==> src/rtl/seq_dense_layer.sv <==
// Sequential fully-connected layer: one multiply-accumulate per cycle against external
// weight/bias ROMs, saturated to ACC_W, optional ReLU, and a running argmax.
module seq_dense_layer #(
    parameter  int IN_SIZE  = 4,
    parameter  int OUT_SIZE = 3,
    parameter  int DATA_W   = 16,
    parameter  int WEIGHT_W = 16,
    parameter  int ACC_W    = 40,
    parameter  int RELU_EN  = 1,
    localparam int WA_W     = (IN_SIZE * OUT_SIZE > 1) ? $clog2(IN_SIZE * OUT_SIZE) : 1,
    localparam int JW       = (OUT_SIZE > 1) ? $clog2(OUT_SIZE) : 1
) (
    input  logic                               clk,
    input  logic                               rst,
    input  logic                               in_valid,
    output logic                               in_ready,
    input  logic [IN_SIZE-1:0][DATA_W-1:0]     in_vec,
    output logic [WA_W-1:0]                    w_addr,
    input  logic signed [WEIGHT_W-1:0]         w_data,
    output logic [JW-1:0]                      b_addr,
    input  logic signed [WEIGHT_W-1:0]         b_data,
    output logic                               out_valid,
    input  logic                               out_ready,
    output logic [OUT_SIZE-1:0][ACC_W-1:0]     out_vec,
    output logic [JW-1:0]                      out_argmax
);

    localparam int IW    = (IN_SIZE > 1) ? $clog2(IN_SIZE) : 1;
    localparam int PROD_W = DATA_W + WEIGHT_W;
    localparam int SUM_W = DATA_W + WEIGHT_W + $clog2(IN_SIZE) + 2;
    localparam int EXT_W = (SUM_W > ACC_W) ? SUM_W : ACC_W;

    localparam logic signed [EXT_W-1:0] SAT_MAX = {{(EXT_W-ACC_W+1){1'b0}}, {(ACC_W-1){1'b1}}};
    localparam logic signed [EXT_W-1:0] SAT_MIN = {{(EXT_W-ACC_W+1){1'b1}}, {(ACC_W-1){1'b0}}};

    typedef enum logic [1:0] {
        IDLE,
        MAC,
        FIN,
        DONE
    } state_t;

    state_t                              state_q;
    logic [IW-1:0]                       i_q;
    logic [JW-1:0]                       j_q;
    logic [IN_SIZE-1:0][DATA_W-1:0]      x_q;
    logic signed [SUM_W-1:0]             acc_q;
    logic signed [ACC_W-1:0]             max_q;
    logic [OUT_SIZE-1:0][ACC_W-1:0]      out_vec_q;
    logic [JW-1:0]                       argmax_q;

    logic [IW-1:0]                       x_idx;
    logic signed [DATA_W-1:0]            x_sel;
    logic signed [PROD_W-1:0]            prod;
    logic signed [SUM_W-1:0]             acc_d;
    logic signed [SUM_W-1:0]             sum_fin;
    logic signed [EXT_W-1:0]             sum_ext;
    logic signed [ACC_W-1:0]             res_sat;
    logic signed [ACC_W-1:0]             res_d;
    logic                                new_max;

    // w_data lags w_addr by one cycle, so a MAC cycle consumes the element addressed in the
    // previous cycle (x[i-1]) and FIN consumes the last one.
    always_comb begin
        x_idx = i_q;
        if (state_q == MAC && i_q != '0) begin
            x_idx = i_q - 1'b1;
        end
        x_sel   = $signed(x_q[x_idx]);
        prod    = x_sel * w_data;
        acc_d   = (i_q == '0) ? '0 : acc_q + SUM_W'(prod);
        sum_fin = acc_q + SUM_W'(prod) + SUM_W'(b_data);
        sum_ext = EXT_W'(sum_fin);

        if (sum_ext > SAT_MAX) begin
            res_sat = SAT_MAX[ACC_W-1:0];
        end else if (sum_ext < SAT_MIN) begin
            res_sat = SAT_MIN[ACC_W-1:0];
        end else begin
            res_sat = sum_ext[ACC_W-1:0];
        end

        res_d = res_sat;
        if (RELU_EN != 0 && res_sat < 0) begin
            res_d = '0;
        end

        new_max = (j_q == '0) || (res_d > max_q);
    end

    always_ff @(posedge clk or posedge rst) begin
        if (rst) begin
            state_q   <= IDLE;
            i_q       <= '0;
            j_q       <= '0;
            x_q       <= '0;
            acc_q     <= '0;
            max_q     <= '0;
            out_vec_q <= '0;
            argmax_q  <= '0;
        end else begin
            case (state_q)
                IDLE: begin
                    if (in_valid) begin
                        x_q     <= in_vec;
                        i_q     <= '0;
                        j_q     <= '0;
                        state_q <= MAC;
                    end
                end
                MAC: begin
                    acc_q <= acc_d;
                    if (i_q == IW'(IN_SIZE - 1)) begin
                        state_q <= FIN;
                    end else begin
                        i_q <= i_q + 1'b1;
                    end
                end
                FIN: begin
                    out_vec_q[j_q] <= res_d;
                    if (new_max) begin
                        max_q    <= res_d;
                        argmax_q <= j_q;
                    end
                    if (j_q == JW'(OUT_SIZE - 1)) begin
                        state_q <= DONE;
                    end else begin
                        j_q     <= j_q + 1'b1;
                        i_q     <= '0;
                        state_q <= MAC;
                    end
                end
                DONE: begin
                    if (out_ready) begin
                        state_q <= IDLE;
                    end
                end
                default: state_q <= IDLE;
            endcase
        end
    end

    always_comb begin
        in_ready   = (state_q == IDLE);
        out_valid  = (state_q == DONE);
        out_vec    = out_vec_q;
        out_argmax = argmax_q;
        w_addr     = '0;
        b_addr     = '0;
        if (state_q == MAC) begin
            w_addr = WA_W'(int'(j_q) * IN_SIZE + int'(i_q));
            b_addr = j_q;
        end
    end

endmodule

==> config.mk <==
export PLATFORM = sky130hd
export DESIGN_NAME = seq_dense_layer
export DESIGN_NICKNAME = d
export VERILOG_FILES = /design/src/rtl/seq_dense_layer.sv
export SDC_FILE = /design/constraint.sdc
export NUM_CORES = 1
export LEC_CHECK = 0
export ABC_AREA = 1
export CORE_UTILIZATION = 60
export CTS_CLUSTER_DIAMETER = 60
export DETAILED_ROUTE_END_ITERATION = 10
export GPL_TIMING_DRIVEN = 0
export HOLD_SLACK_MARGIN = 0.05
export PLACE_DENSITY = 0.82
export SETUP_SLACK_MARGIN = 0.02
export SLEW_MARGIN = 20
export SYNTH_ARGS = -nofsm -noshare
export SYNTH_HDL_FRONTEND = slang
export SYNTH_SLANG_ARGS = --single-unit
==> constraint.sdc <==
create_clock -name clk -period 15.4 [get_ports clk]
set_input_delay 3.08 -clock clk [delete_from_list [all_inputs] [get_ports clk]]
set_output_delay 3.08 -clock clk [all_outputs]
set_load 0.02 [all_outputs]
==> out/metrics.cfg <==
[synthesis]
ys_warn_count=0
synth_top_area_share=0.236
async_flop_share=1.00
synth_flop_cell=dfrtp_1
syn_area_per_cell_um2=8.08
syn_inst=3311
yosysSeqAreaShare=0.236
synth_seq_cells=252
synth.distinct_cells=60
synth.most_common_cell=nand2_1
synth_edf_count=0
yosys-top-cells-area=dfrtp_1 24%, fa_1 22%, nand2_1 11%, ha_1 9.0%, inv_1 8.3%
ys_top_cells_by_count=797 x nand2_1, 592 x inv_1, 299 x fa_1
yosysTopAreaCell=dfrtp_1
netlist_area_um2=26800

[die]
core-area_um2=44100
initial_core_util=0.607
chipHeight_um=213
fp.dieW_um=213
num_rows=77
io_pins=230
dieArea_um2=45500

[sta]
setup_slack_ns=0.568
finalHoldViolations=0
finalSetupTns_ns=0
min_period_over_period=0.963
tightestPinTransition_ns=0.852
fin_worst_skew_ns=0.0247
layout_min_cycle_time_ns=14.83
drv_slew=0
max_slew_margin=0.432
timing.fmax_mhz=67.4
whs_ns=0.478
rsz0062_at_grt=false
setup_viol_count_final=0

[global_routing]
grt_overflow=0
first_global_vias=23000
antenna_found_initial=1
grt_max_degree=105
grt_first_pass_wirelength_um=122000
grt_usage=0.346

[setup_path]
start_kind=primary input
worstPathMaxFanout=10
arrival_ns=15.34
cp_common_cell=inv_1
worstSetupPathType=primary input to flop
cp.required_ns=15.91
cp_slowest_cell=clkdlybuf4s50_1
max_stage_delay_ns=0.59
end_kind=flop
critPathTopFamily=adder cells
critPathBufInv=14

[finish]
syn2layout_area_growth_pct=15.5
regArea_um2=6310
drive_gt1_frac=0.0654
utilization=0.701
fillers=3484
final_nets=4164
multi_input_area_um2=17500

[route]
ant_nets=0
first_pass_iters=6
first_iter_violations=1980
vias=23200
route.detailed.drc=0
drt_wl_total_um=76300
via_per_inst=5.55
wl_per_cell_um=18.2

[clock_network]
clkSinkCount=252
cts_resized=0
ctsHoldBuffers=0
clkLatencyLatePin_ns=0.58
clockBufferDepth=3
cts_tree=built
cts_buffers=30
cts_setup_buffers=0
path_clk_slew_ns=0.06
cts.htree.levels=1
cts_root_buffer=clkbuf_16

[placement]
portBuffers=226
place_congestion=0.983
dpl_worst_slack_ns=0.113
hpwlAfterDp_um=61900

[worst_hold_path]
min_path_type=flop to flop

[run_status]
outcome=complete, no violations

[job]
maxCapViolations=0

## tightest hold or removal path: stages (launching register included)
cell     delay [ns]
dfrtp_1        0.34
nand2_1        0.06
nand2_1        0.05
## cell usage in the layout, fill, tap and decap left out, types with 15 or more instances in the layout
master           Yosys  routed
nand2_1            797     797
ha_1               192     192
inv_1              592     591
a31oi_1             16      16
fa_1               299     299
clkbuf_16            0      30
xnor2_1             16      15
mux2_2              64      64
clkbuf_1            43      47
buf_2               16      17
o21ai_0             97      97
a21boi_0            23      23
inv_2               20      20
a21oi_1            131     131
nor2_1             261     261
nand2_2             15      15
dfrtp_1            252     252
clkdlybuf4s50_1      0     225
nand4_1             16      16
buf_4               16      16
xor2_1              49      47
nor3_1              17      16
a21o_1              20      20
nand3_1            228     228
o21bai_1            20      20
## worst paths after layout
kind	from	to	slack [ns]	depth (start not counted)
setup / recovery	w_data[6]	max_q[1]	0.57	48
hold / removal	out_vec[13]	out_vec[13]	0.48	2
setup reg to reg	i_q[0]	max_q[1]	1.74	55
hold reg to reg	out_vec[13]	out_vec[13]	0.48	2
max in group asynchronous	rst	state_q[1]	11.56	3
min in group asynchronous	rst	out_vec[48]	2.94	2
## per-layer routing
metal	vias up	share of wire	track usage	wire length, um
li1	10800	-	-	-
met1	11300	0.41	0.476	31600
met2	935	0.47	0.558	35800
met3	189	0.076	0.0500	5790
met4	0	0.041	0.131	3100
met5	-	0	0	0
## stage by stage
step,instance area (um^2),cells
3_3_place_gp,29800,4132
3_5_place_dp,29800,4134
5_1_grt,30900,4189
4_1_cts,30900,4189
6_report,30900,4189
2_1_floorplan,26800,3314
## logic make-up (layout without fill, tap and decap cells)
family,after synthesis,after routing,synth area share
DFF,252,252,0.236
and+or+nand+nor,1374,1374,0.214
xor gates and xnor gates,65,65,0.0213
AOI/OAI and AO/OA,346,346,0.0753
other,1,5,0.000140
adders and majority gates,491,491,0.313
muxes,64,64,0.0269
buffers and inverters,718,1000,0.113
## flip-flops by register name, indices dropped and copies added (netlist names)
register	flops
state_q	2
out_argmax	2
max_q	36
j_q	2
acc_q	36
i_q	2
x_q	64
out_vec	108
## cell type report
cell class,count,area share
Sequential cell,252,0.204
Antenna cell,1,0.0000809
Clock inverter,16,0.00753
Timing Repair Buffer,228,0.0748
Inverter,615,0.0749
Clock buffer,39,0.0267
Multi-Input combinational cell,2344,0.565
Tap cell,592,0.0240
Buffer,102,0.0234
Power is not shown: default switching activity piles up to over one toggle a cycle in this logic, so the estimate is an artifact.
